## src/rtl/uart_pkg.sv

```systemverilog
// Shared types and constants for the UART receive path.
package uart_pkg;

    typedef enum logic [2:0] {
        IDLE      = 3'd0,
        START     = 3'd1,
        DATA      = 3'd2,
        PARITY    = 3'd3,
        STOP      = 3'd4,
        WAIT_HIGH = 3'd5
    } rx_state_t;

    localparam int FRAME_BITS = 11;
    localparam int OVERSAMPLE = 16;
    localparam int MID_SAMPLE = OVERSAMPLE / 2 - 1;

endpackage

```

## src/rtl/uart_sync2.sv

```systemverilog
// Two-flop synchronizer for an idle-high asynchronous line; clears to 1.
module uart_sync2 (
    input  logic clk,
    input  logic clr,
    input  logic d,
    output logic q
);

    logic meta;

    // Metastability flop followed by the output flop, both preset high.
    always_ff @(posedge clk or posedge clr) begin
        if (clr) begin
            meta <= 1'b1;
            q    <= 1'b1;
        end else begin
            meta <= d;
            q    <= meta;
        end
    end

endmodule

```

## src/rtl/uart_rx.sv

```systemverilog
// UART receiver: 16x oversampled, start-glitch rejection, even parity and
// stop check, single-byte holding register with ready/overrun flags.
module uart_rx
    import uart_pkg::*;
#(
    parameter int DATA_BITS  = 8,
    parameter int OVERSAMPLE = 16
) (
    input  logic                 clk16x,
    input  logic                 clr,
    input  logic                 rxd,
    input  logic                 rdn,
    output logic [DATA_BITS-1:0] d_out,
    output logic                 r_ready,
    output logic                 parity_err,
    output logic                 frame_err,
    output logic                 overrun,
    output logic                 receiving
);

    localparam int CW = $clog2(OVERSAMPLE);
    localparam int BW = $clog2(DATA_BITS);
    localparam logic [CW-1:0] CNT_MID  = CW'(OVERSAMPLE / 2 - 1);
    localparam logic [CW-1:0] CNT_LAST = CW'(OVERSAMPLE - 1);
    localparam logic [BW-1:0] BIT_LAST = BW'(DATA_BITS - 1);

    logic                 rxd_s;
    rx_state_t            state, state_next;
    logic [CW-1:0]        cnt, cnt_next;
    logic [BW-1:0]        bitn, bitn_next;
    logic [DATA_BITS-1:0] shift, shift_next;
    logic                 p_err, p_err_next;
    logic                 commit;

    uart_sync2 u_sync (
        .clk (clk16x),
        .clr (clr),
        .d   (rxd),
        .q   (rxd_s)
    );

    // Frame state and datapath registers.
    always_ff @(posedge clk16x or posedge clr) begin
        if (clr) begin
            state <= IDLE;
            cnt   <= '0;
            bitn  <= '0;
            shift <= '0;
            p_err <= 1'b0;
        end else begin
            state <= state_next;
            cnt   <= cnt_next;
            bitn  <= bitn_next;
            shift <= shift_next;
            p_err <= p_err_next;
        end
    end

    // Next-state, sub-bit counter and bit capture.
    always_comb begin
        state_next = state;
        cnt_next   = cnt;
        bitn_next  = bitn;
        shift_next = shift;
        p_err_next = p_err;
        commit     = 1'b0;
        case (state)
            IDLE: begin
                cnt_next = '0;
                if (!rxd_s) begin
                    state_next = START;
                end else begin
                    state_next = IDLE;
                end
            end
            START: begin
                if (cnt == CNT_MID) begin
                    cnt_next = '0;
                    // A start bit that is high again at its midpoint is a glitch.
                    if (!rxd_s) begin
                        state_next = DATA;
                        bitn_next  = '0;
                    end else begin
                        state_next = IDLE;
                    end
                end else begin
                    cnt_next = cnt + 1'b1;
                end
            end
            DATA: begin
                if (cnt == CNT_LAST) begin
                    cnt_next         = '0;
                    shift_next[bitn] = rxd_s;
                    bitn_next        = bitn + 1'b1;
                    if (bitn == BIT_LAST) begin
                        state_next = PARITY;
                    end else begin
                        state_next = DATA;
                    end
                end else begin
                    cnt_next = cnt + 1'b1;
                end
            end
            PARITY: begin
                if (cnt == CNT_LAST) begin
                    cnt_next   = '0;
                    p_err_next = rxd_s ^ (^shift);
                    state_next = STOP;
                end else begin
                    cnt_next = cnt + 1'b1;
                end
            end
            STOP: begin
                if (cnt == CNT_LAST) begin
                    cnt_next = '0;
                    commit   = 1'b1;
                    // A low stop bit means break or stuck line: wait for idle first.
                    if (rxd_s) begin
                        state_next = IDLE;
                    end else begin
                        state_next = WAIT_HIGH;
                    end
                end else begin
                    cnt_next = cnt + 1'b1;
                end
            end
            WAIT_HIGH: begin
                cnt_next = '0;
                if (rxd_s) begin
                    state_next = IDLE;
                end else begin
                    state_next = WAIT_HIGH;
                end
            end
            default: begin
                state_next = IDLE;
                cnt_next   = '0;
            end
        endcase
    end

    // CPU-visible holding register, flags and activity indicator.
    always_ff @(posedge clk16x or posedge clr) begin
        if (clr) begin
            d_out      <= '0;
            r_ready    <= 1'b0;
            parity_err <= 1'b0;
            frame_err  <= 1'b0;
            overrun    <= 1'b0;
            receiving  <= 1'b0;
        end else begin
            receiving <= (state_next == START) || (state_next == DATA) ||
                         (state_next == PARITY) || (state_next == STOP);
            if (commit) begin
                d_out      <= shift;
                r_ready    <= 1'b1;
                parity_err <= p_err;
                frame_err  <= ~rxd_s;
                overrun    <= r_ready & rdn;
            end else if (!rdn) begin
                r_ready <= 1'b0;
            end else begin
                r_ready <= r_ready;
            end
        end
    end

endmodule

```

## config.mk

```make
export PLATFORM = sky130hd
export DESIGN_NAME = uart_rx
export DESIGN_NICKNAME = d
export VERILOG_FILES = /design/src/rtl/uart_pkg.sv /design/src/rtl/uart_sync2.sv /design/src/rtl/uart_rx.sv
export SDC_FILE = /design/constraint.sdc
export NUM_CORES = 1
export LEC_CHECK = 0
export ABC_CLOCK_PERIOD_IN_PS = 1800
export CAP_MARGIN = 20
export CELL_PAD_IN_SITES_DETAIL_PLACEMENT = 1
export CELL_PAD_IN_SITES_GLOBAL_PLACEMENT = 1
export CORE_ASPECT_RATIO = 2
export CORE_MARGIN = 2
export CORE_UTILIZATION = 45
export DETAILED_ROUTE_END_ITERATION = 8
export DONT_BUFFER_PORTS = 1
export PLACE_DENSITY_LB_ADDON = 0.1
export SLEW_MARGIN = 20
export SYNTH_ARGS = -nofsm -noshare
export SYNTH_HDL_FRONTEND = slang
export SYNTH_HIERARCHICAL = 1
export SYNTH_SLANG_ARGS = --single-unit
```

## constraint.sdc

```tcl
create_clock -name clk16x -period 1.8 [get_ports clk16x]
set_input_delay 0.09 -clock clk16x [delete_from_list [all_inputs] [get_ports clk16x]]
set_output_delay 0.09 -clock clk16x [all_outputs]
set_load 0.005 [all_outputs]
```

### Word-level counts from Yosys, hierarchy flattened

Index checks and enable logic that the tools add are counted.

| word-level totals | value |
|---|---|
| register bits after elaboration | 34 |
| input bits | 4 |
| output and inout bits | 13 |

| cells by class | value |
|---|---|
| $add $sub $neg | 2 |
| order comparisons | 2 |
| eq/ne operators | 16 |
| mux-type cells | 23 |
| bitwise logic cells | 3 |
| reductions and logical operators | 11 |

Operators with widths:

| kind | count |
|---|---|
| 3-bit two-way mux | 8 |
| 3-bit one-hot mux with 6 select lines | 1 |
| 3-bit by 2-bit equality test with 1-bit output, second input constant | 4 |
| 3-bit equality test, second input constant | 4 |
| 8-bit bitwise mux | 1 |
| 4-bit two-way mux | 2 |
| 4-bit one-hot mux with 2 select lines | 1 |
| 8-bit XOR reduction | 1 |
| 1-bit two-way mux | 7 |
| 3-bit by 1-bit equality test with 1-bit output, second input constant | 2 |
| 2-bit != test, second input constant | 3 |
| 3-bit one-hot mux with 2 select lines | 1 |
| 4-bit by 1-bit adder with 4-bit output, second input constant | 1 |
| 4-bit by 3-bit equality test with 1-bit output, second input constant | 1 |
| 4-bit equality test, second input constant | 1 |
| 3-bit by 4-bit less-than comparator with 1-bit output, second input constant | 1 |
| 2-bit AND reduction | 2 |
| 4-bit AND reduction | 1 |
| 3-bit by 1-bit adder with 3-bit output, second input constant | 1 |
| 1-bit demux with 3-bit select | 1 |
| 3-bit by 1-bit >= comparator with 1-bit output, second input constant | 1 |
| 3-bit logical NOT | 1 |
| 1-bit logical OR | 3 |
| 3-bit OR reduction | 1 |
| other kinds (7) | 7 |

### Logic depth before layout (Yosys ltp)

| logic depth | value |
|---|---|
| depth after elaboration | 8 |
| mapped depth | 8 |

### Cells and area by module

The synthesis kept the hierarchy.

Modules (own cells, without submodules):

| module | instances | cells each | area an instance (sq um) |
|---|---|---|---|
| uart_rx | 1 | 149 | 1,681.6 |
| uart_sync2 | 1 | 3 | 56.3 |

### Least setup slack after synthesis

Ideal clock, no wire load.

| timing | value |
|---|---|
| kind | register -> register |
| start point | reg cnt[0] |
| end point | reg d_out[0] |
| library setup time | 0.125 ns |
| arrival | 1.566 ns |
| data required time | 1.675 ns |
| path slack | 0.109 ns |
| cell stages (with the launch flop) | 8 |
| buffers on the path | 3 |
| cell sequence | dfrtp_1 ha_1 buf_2 and3_1 buf_4 nand3_4 buf_6 mux2_4 |

| between the ends | value |
|---|---|
| cells in the longest elaborated chain, start to end | 3 |

RTL lines:

| element | RTL line | RTL |
|---|---|---|
| start, declared | uart_rx.sv:29 | `logic [CW-1:0] cnt, cnt_next;` |
| start signal, assigned | uart_rx.sv:52 | `cnt <= cnt_next;` |
| 4-bit equality test | uart_rx.sv:114 | `if (cnt == CNT_LAST) begin` |
| 1-bit two-way mux | uart_rx.sv:114 |  |
| 1-bit two-way mux | uart_rx.sv:67 | `case (state)` |
| end signal, assigned | uart_rx.sv:155 | `d_out <= shift;` |
| end, declared | uart_rx.sv:13 | `output logic [DATA_BITS-1:0] d_out,` |

No other way between the ends.
A chain may end at the register's enable or synchronous reset.

### Worst setup path in the final report

| timing | value |
|---|---|
| start point | reg cnt[0] |
| end point | reg shift[3] |

| between the ends | value |
|---|---|
| cells in the longest elaborated chain, start to end | 2 |

RTL lines:

| element | RTL line | RTL |
|---|---|---|
| 4-bit equality test | uart_rx.sv:91 | `if (cnt == CNT_LAST) begin` |
| 2-bit AND reduction (no line) | -- |  |
| end signal, assigned | uart_rx.sv:54 | `shift <= shift_next;` |
| end, declared | uart_rx.sv:31 | `logic [DATA_BITS-1:0] shift, shift_next;` |

No other way between the ends.

==> impl_metrics.tcl <==
set metrics [dict create \
    final_routed_drc_violation_total 0 \
    floorplan.die.width_um 47.9 \
    cts.htree.levels 2 \
    areaGrowthSynthToFinish_pct 13.0 \
    cap_viol_max_count 0 \
    numCtsBuffers 5 \
    globalRoute.totalOverflow 0 \
    vias 1148 \
    n_fill_cell 428 \
    antenna_cells 0 \
    num_io_pins 17 \
    drt_pre_antenna_iters 4 \
    global_route_wire_length_before_repair_mm 6.07 \
    routed_wire_length_per_instance_um 15.8 \
    routed_wl_mm 3.42 \
    cts_buffer_depth 2 \
    synth.area.top_cells "sky130_fd_sc_hd__dfrtp_1 (46%), sky130_fd_sc_hd__mux2_2 (8.4%), sky130_fd_sc_hd__mux2_4 (4.3%)" \
    multiInputGateArea_um2 807 \
    routabilityCongestion 0.748 \
    criticalPathCategory "reg2reg" \
    tightest_slew_ps 416 \
    power.leakage_nw 0.911 \
    nNetsFinal 172 \
    peakVddDrop_mv 0.824 \
    worstSetupEndpointType "register" \
    min-delay-path-class "in2async" \
    synth_largest_type_area_fraction_pct 46.1 \
    synth_fp_nets 159 \
    drt-initial-drc-count 15 \
    slew_headroom_pct 72.2 \
    final_layout_size_suffix_gt1_share_pct 29.5 \
    hold_viol 0 \
    post_synth_inst_count 152 \
    finClkSkew_ps 4.99 \
    worstPathArrival_ps 1870 \
    core_mm2 0.00376 \
    cell_type_with_the_highest_aggregate_area_in_the_netlist "sky130_fd_sc_hd__dfrtp_1" \
    ys.warnings.count 6 \
    pwr_density_cell_mw_per_mm2 1180 \
    area.sequential_um2 855 \
    timing.setup.tns_ps 0 \
    syn-cell-area_mm2 0.00174 \
    setup_viol 0 \
    port_buffers 0 \
    finalCriticalPeriod_ps 1690 \
    ys_async_sr_fraction_pct 100 \
    initial_core_util_pct 46.2 \
    worst-path-max-fanout 5 \
    fp.dieArea_mm2 0.00441 \
    grt_start_max_net_pins 33 \
    worstPathRequired_ps 1970 \
    grt_util_all_layers_pct 19.5 \
    row_count 32 \
    avgViaCountPerCell 5.29 \
    timing.final.max_slew_violations 0 \
    fin_crit_sh_pct 94.2 \
    synth_seq_cells 34 \
    post_synth.cell_area_avg_um2 11.4 \
    clockRootBuffer "sky130_fd_sc_hd__clkbuf_8" \
    synth-edff-count 0 \
    vias_in_the_first_global_route 1253 \
    max_freq_mhz 590 \
    route.antenna.remaining_nets 0 \
    fin_total_pwr_mw 2.31 \
    synthTopCellsByCount "sky130_fd_sc_hd__dfrtp_1 (32), sky130_fd_sc_hd__nand2_1 (14), sky130_fd_sc_hd__mux2_2 (13), sky130_fd_sc_hd__nor3_1 (8), sky130_fd_sc_hd__nor2_1 (7)" \
    status "finished clean" \
    dominantRegCellSynth "sky130_fd_sc_hd__dfrtp_1" \
    crit_path_start_kind "register" \
    post-dp-hpwl_mm 2.53 \
    yosysSeqAreaShare_pct 49.1 \
    clk_transition_reported_paths_ps 70 \
    tritoncts "built" \
    grt_setup_unrepaired "no" \
    post-synth-top-count-cell "sky130_fd_sc_hd__dfrtp_1" \
    die_h_um 91.9 \
    synth_cell_type_count 40 \
    clock_latency_ps 290 \
    antenna_found_initial 0 \
    numClockSinks 34 \
    finalHoldWorstSlack_ps 290 \
]
sequential cells by signal, summed over array words and instances, names as in the netlist:
register / cells
bitn: 3
p_err: 1
u_sync/meta: 1
shift: 8
r_ready: 1
cnt: 4
parity_err: 1
receiving: 1
d_out: 8
state: 3
frame_err: 1
u_sync/q: 1
overrun: 1
metal layers:
layer	track usage, %	up-vias	wire length (um)
li1	-	553	-
met1	25.6	574	1500
met2	28.8	13	1750
met3	4.33	8	73
met4	10.1	0	98
met5	0	-	0
worst max-delay path, cell delays in order, from the launching register on:
cell and delay [ps]:
sky130_fd_sc_hd__dfrtp_1 390, sky130_fd_sc_hd__ha_1 270, sky130_fd_sc_hd__and3_2 270, sky130_fd_sc_hd__nand2_2 90, sky130_fd_sc_hd__nor3_1 210, sky130_fd_sc_hd__mux2_2 350
final cells by class:
cell class	instances	area share, %
clock inverter	2	0.637
tap	51	3.25
inverter	6	1.15
sequential	34	43.5
clock buffer	6	4.21
multi-input combinational	103	41.1
timing repair buffer	15	6.12
repair_timing:
| item | CTS | global route |
|---|---|---|
| hold buffers | 3 | 0 |
| resized for setup | 0 | 4 |
| hold endpoints to repair | 37 | 0 |
| endpoints found under the setup margin | 0 | 5 |
| setup buffers | 0 | 0 |
path summary, 6_finish.rpt:
check                                   end  depth (start not counted)        start  slack [ps]
worst min register to register     u_sync/q                          0  u_sync/meta         360
worst max-delay path               shift[3]                          5       cnt[0]         110
worst min-delay path               u_sync/q                          2          clr         290
max in group asynchronous          state[1]                          3          clr        1130
worst max register to register     shift[3]                          5       cnt[0]         110
min in group clk16x             u_sync/meta                          1          rxd         350
logic make-up (layout without fill, tap and decap cells):
kind of cell	after synthesis	after routing	share of synthesized area (%)
compound gates	18	18	6.41
xor+xnor	9	9	5.33
fa+ha+maj	3	3	2.16
buf+inv	15	29	4.97
flops	34	34	49.1
mux	21	21	14.5
simple gates	52	52	17.5
power breakdown:
group	internal [mW]	total [mW]	switching, mW
sequential	0.872	1.03	0.159
clock	0.307	0.586	0.279
combinational	0.353	0.697	0.344
total	1.53	2.31	0.782
cells in the final DEF, fill, tap and decap left out, types with 2 or more instances in the layout:
master                          count
sky130_fd_sc_hd__a21oi_1            4
sky130_fd_sc_hd__and2_1             3
sky130_fd_sc_hd__and3_1             2
sky130_fd_sc_hd__buf_4             12
sky130_fd_sc_hd__clkbuf_8           6
sky130_fd_sc_hd__dfrtp_1           31
sky130_fd_sc_hd__dfstp_2            2
sky130_fd_sc_hd__dlygate4sd3_1      3
sky130_fd_sc_hd__ha_1               3
sky130_fd_sc_hd__inv_1              6
sky130_fd_sc_hd__mux2_2            13
sky130_fd_sc_hd__mux2_4             5
sky130_fd_sc_hd__mux2i_1            2
sky130_fd_sc_hd__nand2_1           14
sky130_fd_sc_hd__nand2b_1           3
sky130_fd_sc_hd__nand3_1            2
sky130_fd_sc_hd__nor2_1             6
sky130_fd_sc_hd__nor3_1             8
sky130_fd_sc_hd__nor3b_1            2
sky130_fd_sc_hd__o21ai_0            6
sky130_fd_sc_hd__o22ai_1            2
sky130_fd_sc_hd__or3_1              2
sky130_fd_sc_hd__xnor2_1            6
sky130_fd_sc_hd__xor2_1             2
metrics by stage:
step	util (%)	setup slack, ps	instance area [um2]	std cells
2_1_floorplan	-	109	1740	152
3_3_place_gp	48.6	125	1830	206
3_5_place_dp	48.6	85.2	1830	206
4_1_cts	51.9	71.9	1950	217
5_1_grt	52.2	6.04	1960	217
6_report	52.2	105	1960	217
Power figures use the tool's default switching activity.
